$ cat src/rtl/mano_prog_loader.sv
// Serial program loader for the Mano CPU memory.
// It receives a length byte, N data bytes and a checksum byte over an
// asynchronous serial link. Each data byte is written to memory, and the CPU
// is held at reset while a load is in progress.
module mano_prog_loader #(
  parameter int MEM_DEPTH   = 16,
  parameter int SYNC_STAGES = 2
) (
  input  logic       SysClk,
  input  logic       rst_n,
  input  logic       load_en,
  input  logic       ser_clk,
  input  logic       ser_data,
  output logic       mem_we,
  output logic [3:0] mem_addr,
  output logic [7:0] mem_wdata,
  output logic       cpu_hold,
  output logic       done,
  output logic       err
);

  typedef enum logic [2:0] {
    S_IDLE,
    S_LEN,
    S_DATA,
    S_CSUM,
    S_DONE,
    S_ERR
  } state_t;

  state_t state, state_nxt;

  logic [SYNC_STAGES-1:0] sclk_q, sdat_q;
  logic       sclk_d;
  logic       load_d;
  logic [7:0] shreg;
  logic [2:0] bitcnt;
  logic [4:0] cnt;
  logic [4:0] nlen;
  logic [7:0] sum;

  logic       clk_s, dat_s;
  logic       ser_rise, load_rise;
  logic       active, byte_done;
  logic [7:0] cur_byte;
  logic       take_len, take_data;

  assign clk_s     = sclk_q[SYNC_STAGES-1];
  assign dat_s     = sdat_q[SYNC_STAGES-1];
  assign ser_rise  = clk_s & ~sclk_d;
  assign load_rise = load_en & ~load_d;
  assign active    = (state == S_LEN) || (state == S_DATA) || (state == S_CSUM);
  assign byte_done = active && ser_rise && (bitcnt == 3'd7);
  // The byte as it will look once the bit arriving now has been shifted in.
  assign cur_byte  = {shreg[6:0], dat_s};

  assign cpu_hold  = active;
  assign done      = (state == S_DONE);
  assign err       = (state == S_ERR);

  // Synchronizers for serial clock and data. Both have the same depth, so
  // data stays aligned with the clock edge that carries it.
  always_ff @(posedge SysClk or negedge rst_n) begin
    if (!rst_n) begin
      sclk_q <= '0;
      sdat_q <= '0;
      sclk_d <= 1'b0;
    end else begin
      sclk_q[0] <= ser_clk;
      sdat_q[0] <= ser_data;
      for (int i = 1; i < SYNC_STAGES; i++) begin
        sclk_q[i] <= sclk_q[i-1];
        sdat_q[i] <= sdat_q[i-1];
      end
      sclk_d <= clk_s;
    end
  end

  // load_en history. It resets high, so a load_en that is already high when
  // reset is released does not count as a fresh request.
  always_ff @(posedge SysClk or negedge rst_n) begin
    if (!rst_n) load_d <= 1'b1;
    else        load_d <= load_en;
  end

  // State register.
  always_ff @(posedge SysClk or negedge rst_n) begin
    if (!rst_n) state <= S_IDLE;
    else        state <= state_nxt;
  end

  // Next-state logic. Inside a session an abort (load_en low) takes priority
  // over a byte that completes in the same cycle.
  always_comb begin
    state_nxt = state;
    take_len  = 1'b0;
    take_data = 1'b0;
    case (state)
      S_IDLE, S_DONE, S_ERR: begin
        if (load_rise) state_nxt = S_LEN;
      end
      S_LEN: begin
        if (!load_en) state_nxt = S_ERR;
        else if (byte_done) begin
          if (cur_byte == 8'd0 || cur_byte > 8'(MEM_DEPTH)) begin
            state_nxt = S_ERR;
          end else begin
            take_len  = 1'b1;
            state_nxt = S_DATA;
          end
        end
      end
      S_DATA: begin
        if (!load_en) state_nxt = S_ERR;
        else if (byte_done) begin
          take_data = 1'b1;
          if ((cnt + 5'd1) == nlen) state_nxt = S_CSUM;
        end
      end
      S_CSUM: begin
        if (!load_en) state_nxt = S_ERR;
        else if (byte_done) state_nxt = (cur_byte == sum) ? S_DONE : S_ERR;
      end
      default: state_nxt = S_IDLE;
    endcase
  end

  // Bit shifter. The bit count is cleared outside a session and on an abort,
  // so a partial byte is never carried into the next session.
  always_ff @(posedge SysClk or negedge rst_n) begin
    if (!rst_n) begin
      shreg  <= '0;
      bitcnt <= '0;
    end else if (!active || !load_en) begin
      bitcnt <= '0;
    end else if (ser_rise) begin
      shreg  <= cur_byte;
      bitcnt <= bitcnt + 3'd1;
    end
  end

  // Length capture, write strobe, address counter and running checksum.
  // cnt never exceeds N, and N never exceeds MEM_DEPTH, so the address
  // stays in range.
  always_ff @(posedge SysClk or negedge rst_n) begin
    if (!rst_n) begin
      nlen      <= '0;
      cnt       <= '0;
      sum       <= '0;
      mem_we    <= 1'b0;
      mem_addr  <= '0;
      mem_wdata <= '0;
    end else begin
      mem_we <= take_data;
      if (take_len) begin
        nlen <= cur_byte[4:0];
        cnt  <= '0;
        sum  <= '0;
      end
      if (take_data) begin
        mem_addr  <= cnt[3:0];
        mem_wdata <= cur_byte;
        sum       <= sum + cur_byte;
        cnt       <= cnt + 5'd1;
      end
    end
  end

endmodule

$ cat config.mk
export PLATFORM = sky130hd
export DESIGN_NAME = mano_prog_loader
export DESIGN_NICKNAME = d
export VERILOG_FILES = /design/src/rtl/mano_prog_loader.sv
export SDC_FILE = /design/constraint.sdc
export NUM_CORES = 1
export LEC_CHECK = 0
export CORE_MARGIN = 8
export CORE_UTILIZATION = 53
export CTS_CLUSTER_SIZE = 14
export DETAILED_ROUTE_END_ITERATION = 8
export PLACE_DENSITY = 0.74
export SLEW_MARGIN = 15
export SYNTH_ARGS = -nofsm -noshare
export SYNTH_HDL_FRONTEND = slang
export SYNTH_SLANG_ARGS = --single-unit
$ cat constraint.sdc
create_clock -name SysClk -period 4.5 [get_ports SysClk]
set_input_delay 0.45 -clock SysClk [delete_from_list [all_inputs] [get_ports SysClk]]
set_output_delay 0.45 -clock SysClk [all_outputs]
set_load 0.005 [all_outputs]
==> results.py, run 1 <==
metrics = {
    "global_route": {
        "grt_max_degree": 51,
        "antenna_found_initial": 0,
        "grt_pass1_vias": 1729,
        "grtUsageTotal_pct": 14.30,
        "grt_pass1_wl_um": 8273,
        "gr-total-overflow": 0,
    },
    "synth": {
        "syn-num-nets": 213,
        "synth_area_leaders": "dfrtp_1 (50%), mux2_2 (11%), ha_1 (5.1%)",
        "synth_area_leader_cell": "dfrtp_1",
        "synth_top_family_by_area": "multiplexers",
        "async_reset_ff_share_pct": 100.0,
        "synth-compound-area-share_pct": 11.01,
        "yosysWarnings": 0,
        "synthMuxAreaShare_pct": 12.76,
        "synth_cell_types": 46,
        "synth_fa_ha_area_share_pct": 5.943,
        "synth_seq_area_share_pct": 51.28,
        "synthSimpleGateAreaFrac_pct": 10.14,
        "syn_inst": 197,
        "synth_seq_cells": 50,
        "synth_area_sq_um": 2442,
        "synth_top_area_share_pct": 50.20,
        "synth_xor_area_share_pct": 5.738,
        "synth_edf_count": 0,
        "avgSynthCellArea_sq_um": 12.40,
        "ys.flop_type": "dfrtp_1",
    },
    "placed_design": {
        "dpl_cell_area_sq_um": 2641,
        "hpwlAfterDp_um": 3363,
        "placed_cells": 262,
        "gp_congestion": 0.8159,
        "port_buffers": 20,
    },
    "timing": {
        "hold_violations": 0,
        "finalSetupTns_ns": 0,
        "post-route-min-period_ns": 2.221,
        "period_share_pct": 49.35,
        "tightest_slew_ns": 0.6867,
        "finalMaxSlewViolations": 0,
        "fmax_ghz": 0.4503,
        "rsz0062_at_grt": "no",
        "hold_slack_ns": 0.1417,
        "setup_violations": 0,
        "fin_skew_ns": 0.007643,
        "slew_headroom_pct": 54.11,
    },
    "worst_hold_path": {
        "hp-class": "in2async",
    },
    "detailed_routing": {
        "num_vias": 1629,
        "drt_iter0_drc": 82,
        "drtAntennaViolNets": 0,
        "drc": 0,
        "via_per_inst": 6.033,
        "routedWlPerCell_um": 17.81,
        "drtPass1Iterations": 5,
        "finalWirelength_um": 4809,
    },
    "pwr": {
        "total_leakage_power_nw": 1.306,
        "ir_worst_vdd_v": 0.0001892,
        "power_density_nw_per_um2": 396.9,
    },
    "layout": {
        "layout_common_cells": "dfrtp_1 (49), mux2_2 (24), clkdlybuf4s50_1 (19)",
        "fin_nets": 233,
        "syn_to_final_growth_pct": 11.99,
        "stdcell_count": 270,
        "fin_area_sq_um": 2735,
        "final_common_cell": "dfrtp_1",
        "fill_cells": 368,
        "ff_latch_area_sq_um": 1252,
        "n_antenna_cell": 0,
        "multi_input_area_sq_um": 1114,
        "drive_above_1_share_pct": 19.27,
    },
    "setup_path": {
        "crit-reg2reg-launch": "shreg[0]",
        "rrSetupSlack_ns": 2.28,
        "cp_max_fo": 7,
        "worstPathArrival_ns": 2.43,
        "reg2regPathDepth": 7,
        "worstSetupPathType": "reg2reg",
        "crit_path_end_kind": "flop",
        "crit_path_start_kind": "flop",
        "required_ns": 4.70,
        "reg2reg_to": "sum[7]",
    },
    "die": {
        "core-area_sq_um": 4384,
        "start_util_pct": 55.71,
        "die_y_um": 83.89,
        "dieWidth_um": 83.89,
        "fp.dieArea_sq_um": 7037,
        "io_pins": 21,
        "row_count": 24,
    },
    "clock_tree": {
        "cts_root_buf": "clkbuf_8",
        "path_clk_slew_ns": 0.09,
        "cts_max_level": 2,
        "cts_hold_buf": 0,
        "cts_setup_buffers": 0,
        "cts_sinks": 50,
        "clkLatencyLatePin_ns": 0.31,
        "cts_tree": "built",
        "cts.repair.resized": 0,
        "numCtsBuffers": 5,
        "clk_path_buf_depth": 2,
    },
    "job": {
        "maxCapViolCount": 0,
    },
    "run_status": {
        "status": "finished, final reports clean",
    },
}
-- metrics by stage --
| step | total power, mW | setup slack [ns] | util [%] |
|---|---|---|---|
| 4_1_cts | 1.091 | 2.288 | 62.33 |
| 2_1_floorplan | 0.7249 | 2.548 | - |
| 5_1_grt | 1.144 | 2.135 | 62.39 |
| 6_report | 1.086 | 2.279 | 62.39 |
| 3_5_place_dp | 0.8227 | 1.989 | 60.25 |
| 3_3_place_gp | 0.8047 | 2.036 | 60.25 |
-- cell families after synthesis --
family	Yosys count
DFF	50
and+or+nand+nor	42
AOI/OAI and AO/OA	39
muxes	28
xor gates and xnor gates	16
buffers and inverters	11
adders and majority gates	11
-- routing by layer --
layer	GRT usage [%]	vias to the layer above	routed length, um
li1	-	754	-
met1	16.66	839	2031
met2	23.93	31	2533
met3	4.492	5	203
met4	5.181	0	40
met5	0	-	0
-- cells in the mapped netlist, types with 2 or more instances --
master,n
a21oi_1,8
xnor2_1,10
o21ai_0,6
mux2_2,24
o22ai_1,2
nor4_2,2
mux2i_1,3
nor4_1,3
dfrtp_1,49
buf_2,2
ha_1,10
a22o_1,10
nand2_1,8
buf_6,2
nand3_1,5
buf_4,2
a21o_1,5
nor3_1,3
inv_1,3
nor2_1,8
nor2b_1,2
xor2_1,6
-- report_power, final --
group / leakage, nW / switching (mW) / internal (mW) / total, mW
combinational: 0.592 / 0.128 / 0.129 / 0.257
clock: 0.0482 / 0.147 / 0.124 / 0.271
sequential: 0.667 / 0.0705 / 0.487 / 0.557
-- final cells by class --
cell class | count | area share (%)
clock buffers | 7 | 3.156
multi-input cells | 136 | 40.71
flip-flops and latches | 50 | 45.79
well taps | 52 | 2.379
repair buffers | 20 | 7.228
clock inverters | 1 | 0.1830
inverters | 4 | 0.5489
-- critical path: stages (launching register included) --
cell and delay (ns):
dfrtp_1 0.49, ha_1 0.38, a211oi_1 0.23, o21ai_0 0.20
o31ai_1 0.32, xor2_1 0.14, a21o_1 0.19, a21o_1 0.17
-- worst max path at each step --
stage | slack (ns) | from | depth (start not counted) | end
3_5_place_dp | 1.99 | load_en | 7 | sum[7]
5_1_grt | 2.13 | shreg[0] | 7 | sum[7]
3_3_place_gp | 2.04 | load_en | 7 | sum[7]
6_report | 2.28 | shreg[0] | 7 | sum[7]
4_1_cts | 2.29 | sclk_q[1] | 4 | mem_wdata[0]
2_1_floorplan | 2.55 | sdat_q[1] | 7 | sum[6]
-- flip-flops by register name (all words and copies together), names as in the netlist, 2 cells and up --
register,flops
mem_addr,4
shreg,7
mem_wdata,8
sdat_q,2
cnt,5
state,3
bitcnt,3
sum,8
sclk_q,2
nlen,5
No activity file was read; power rests on OpenSTA's default activity.
==> run 2, diff against run 1 <==
Settings changed: CORE_UTILIZATION 53 to 51, PLACE_DENSITY 0.74 to 0.75.
Clock period 4.5 ns to 1.9 ns, I/O delays scaled along.
==> run 2 against run 1 <==
Compared with the run above:
- the flow now finishes with violations (setup timing)
- count of clock-buffer cells in the layout is 1 higher
- non-clock buffer count rose by 41
- highest routed layer unchanged
- global-route usage grew 0.50 points
- critical path type unchanged
- wire length grew 10%
- final cell count grew 16%
- critical endpoint is now sum[6]
- utilization grew 6.0 points
- sequential power is 130% higher
==> results.py, run 2 (synthesis gave the netlist of run 1 again) <==
metrics = {
    "die": {
        "row_count": 25,
        "start_util_pct": 52.40,
        "die_y_um": 85.20,
        "core-area_sq_um": 4661,
        "fp.dieArea_sq_um": 7259,
        "dieWidth_um": 85.20,
        "io_pins": 21,
    },
    "clock_tree": {
        "numCtsBuffers": 5,
        "cts_tree": "built",
        "cts_max_level": 2,
        "cts_root_buf": "clkbuf_8",
        "clkLatencyLatePin_ns": 0.30,
        "cts_sinks": 50,
        "path_clk_slew_ns": 0.08,
        "clk_path_buf_depth": 2,
    },
    "timing": {
        "period_share_pct": 100.7,
        "setup_violations": 1,
        "post-route-min-period_ns": 1.913,
        "tightest_slew_ns": 0.5446,
        "finalMaxSlewViolations": 0,
        "fin_skew_ns": 0.007139,
        "rsz0062_at_grt": "yes",
        "hold_violations": 0,
        "slew_headroom_pct": 63.69,
        "fin_ws_ns": -0.01336,
        "fmax_ghz": 0.5226,
        "hold_slack_ns": 0.3210,
    },
    "setup_path": {
        "required_ns": 2.09,
        "worstPathArrival_ns": 2.10,
        "crit_path_start_kind": "flop",
        "cp_max_fo": 3,
        "crit_path_end_kind": "flop",
        "worstSetupPathType": "reg2reg",
    },
    "detailed_routing": {
        "drc": 0,
        "finalWirelength_um": 5308,
        "via_per_inst": 5.744,
        "drtAntennaViolNets": 0,
        "drt_iter0_drc": 101,
        "routedWlPerCell_um": 16.96,
        "num_vias": 1798,
        "drtPass1Iterations": 5,
    },
    "placed_design": {
        "gp_congestion": 0.7882,
        "port_buffers": 20,
        "hpwlAfterDp_um": 3617,
        "placed_cells": 299,
        "dpl_worst_slack_ns": -0.1672,
    },
    "layout": {
        "final_common_cell": "dfrtp_1",
        "ff_latch_area_sq_um": 1257,
        "stdcell_count": 313,
        "fill_cells": 332,
        "reg.largest.list": "mem_wdata: 8 flops, sum: 8 flops, shreg: 7 flops",
        "multi_input_area_sq_um": 1226,
        "layout_common_cells": "dfrtp_1 (45), buf_4 (37), mux2_2 (20)",
        "syn_to_final_growth_pct": 30.58,
        "fin_nets": 274,
        "drive_above_1_share_pct": 38.22,
        "n_antenna_cell": 0,
    },
    "global_route": {
        "grt_max_degree": 28,
        "grt_pass1_vias": 1801,
        "grt_pass1_wl_um": 8604,
        "gr-total-overflow": 0,
        "grtUsageTotal_pct": 14.79,
        "antenna_found_initial": 0,
    },
    "worst_hold_path": {
        "hp-class": "in2reg",
    },
    "job": {
        "maxCapViolCount": 0,
    },
    "pwr": {
        "total_leakage_power_nw": 1.509,
        "power_density_nw_per_um2": 907.6,
        "ir_worst_vdd_v": 0.0004930,
    },
    "run_status": {
        "status": "finished, violations left",
        "violations": "setup timing",
    },
}
==> run 2: timing repair <==
action | CTS | global route
endpoints found under the setup margin | 4 | 16
hold endpoints to repair | 23 | 0
resized for setup | 6 | 19
hold buffers | 1 | 0
pin swaps | 2 | 6
setup buffers | 2 | 3
==> run 2: per-layer routing <==
| layer | vias up | global-route usage, % | share of wire [%] |
|---|---|---|---|
| met2 | 33 | 25.00 | 50 |
| li1 | 845 | - | - |
| met5 | - | 0 | 0 |
| met3 | 10 | 3.571 | 3.2 |
| met1 | 910 | 17.72 | 45 |
| met4 | 0 | 5.502 | 1.7 |
==> run 2: layout make-up <==
| class | instances | share of cell area (%) |
|---|---|---|
| repair buffers | 61 | 17.03 |
| clock buffers | 8 | 2.511 |
| inverters | 4 | 0.4708 |
| well taps | 54 | 2.118 |
| multi-input cells | 136 | 38.45 |
| flip-flops and latches | 50 | 39.43 |
==> run 2: path summary, 6_finish.rpt <==
| check | from | end | slack (ns) | cells after the start |
|---|---|---|---|---|
| min in group asynchronous | rst_n | shreg[3] | 0.41 | 2 |
| hold / removal | ser_data | sdat_q[0] | 0.32 | 1 |
| max in group asynchronous | rst_n | load_d | 0.90 | 3 |
| setup reg to reg | sdat_q[1] | sum[6] | -0.01 | 7 |
| hold reg to reg | sclk_q[0] | sclk_q[1] | 0.37 | 0 |
| setup / recovery | sdat_q[1] | sum[6] | -0.01 | 7 |
==> run 2: power breakdown <==
part | internal (mW) | switching (mW) | leakage, nW
registers | 1.16 | 0.119 | 0.662
clock network | 0.262 | 0.334 | 0.0395
logic | 0.567 | 0.451 | 0.807
total | 1.99 | 0.904 | 1.51
==> run 2: metrics by stage <==
step                      utilization, %  power [mW]  setup TNS, ns  area [sq um]
final                              68.43       2.895       -0.01336          3189
after global routing               68.43       3.042        -0.2045          3189
after CTS                          66.42       2.808       -0.01162          3095
after detailed placement           63.33       2.154         -2.086          2952
after global placement             63.33       2.130         -1.178          2952
after floorplan                        -       1.722              0          2450
==> run 2: critical path: stages (launching register included) <==
cell	delay (ns)
dfrtp_1	0.46
ha_4	0.21
fa_2	0.34
a21o_1	0.20
a21oi_2	0.18
o21ai_2	0.08
xor2_1	0.15
a22o_1	0.18
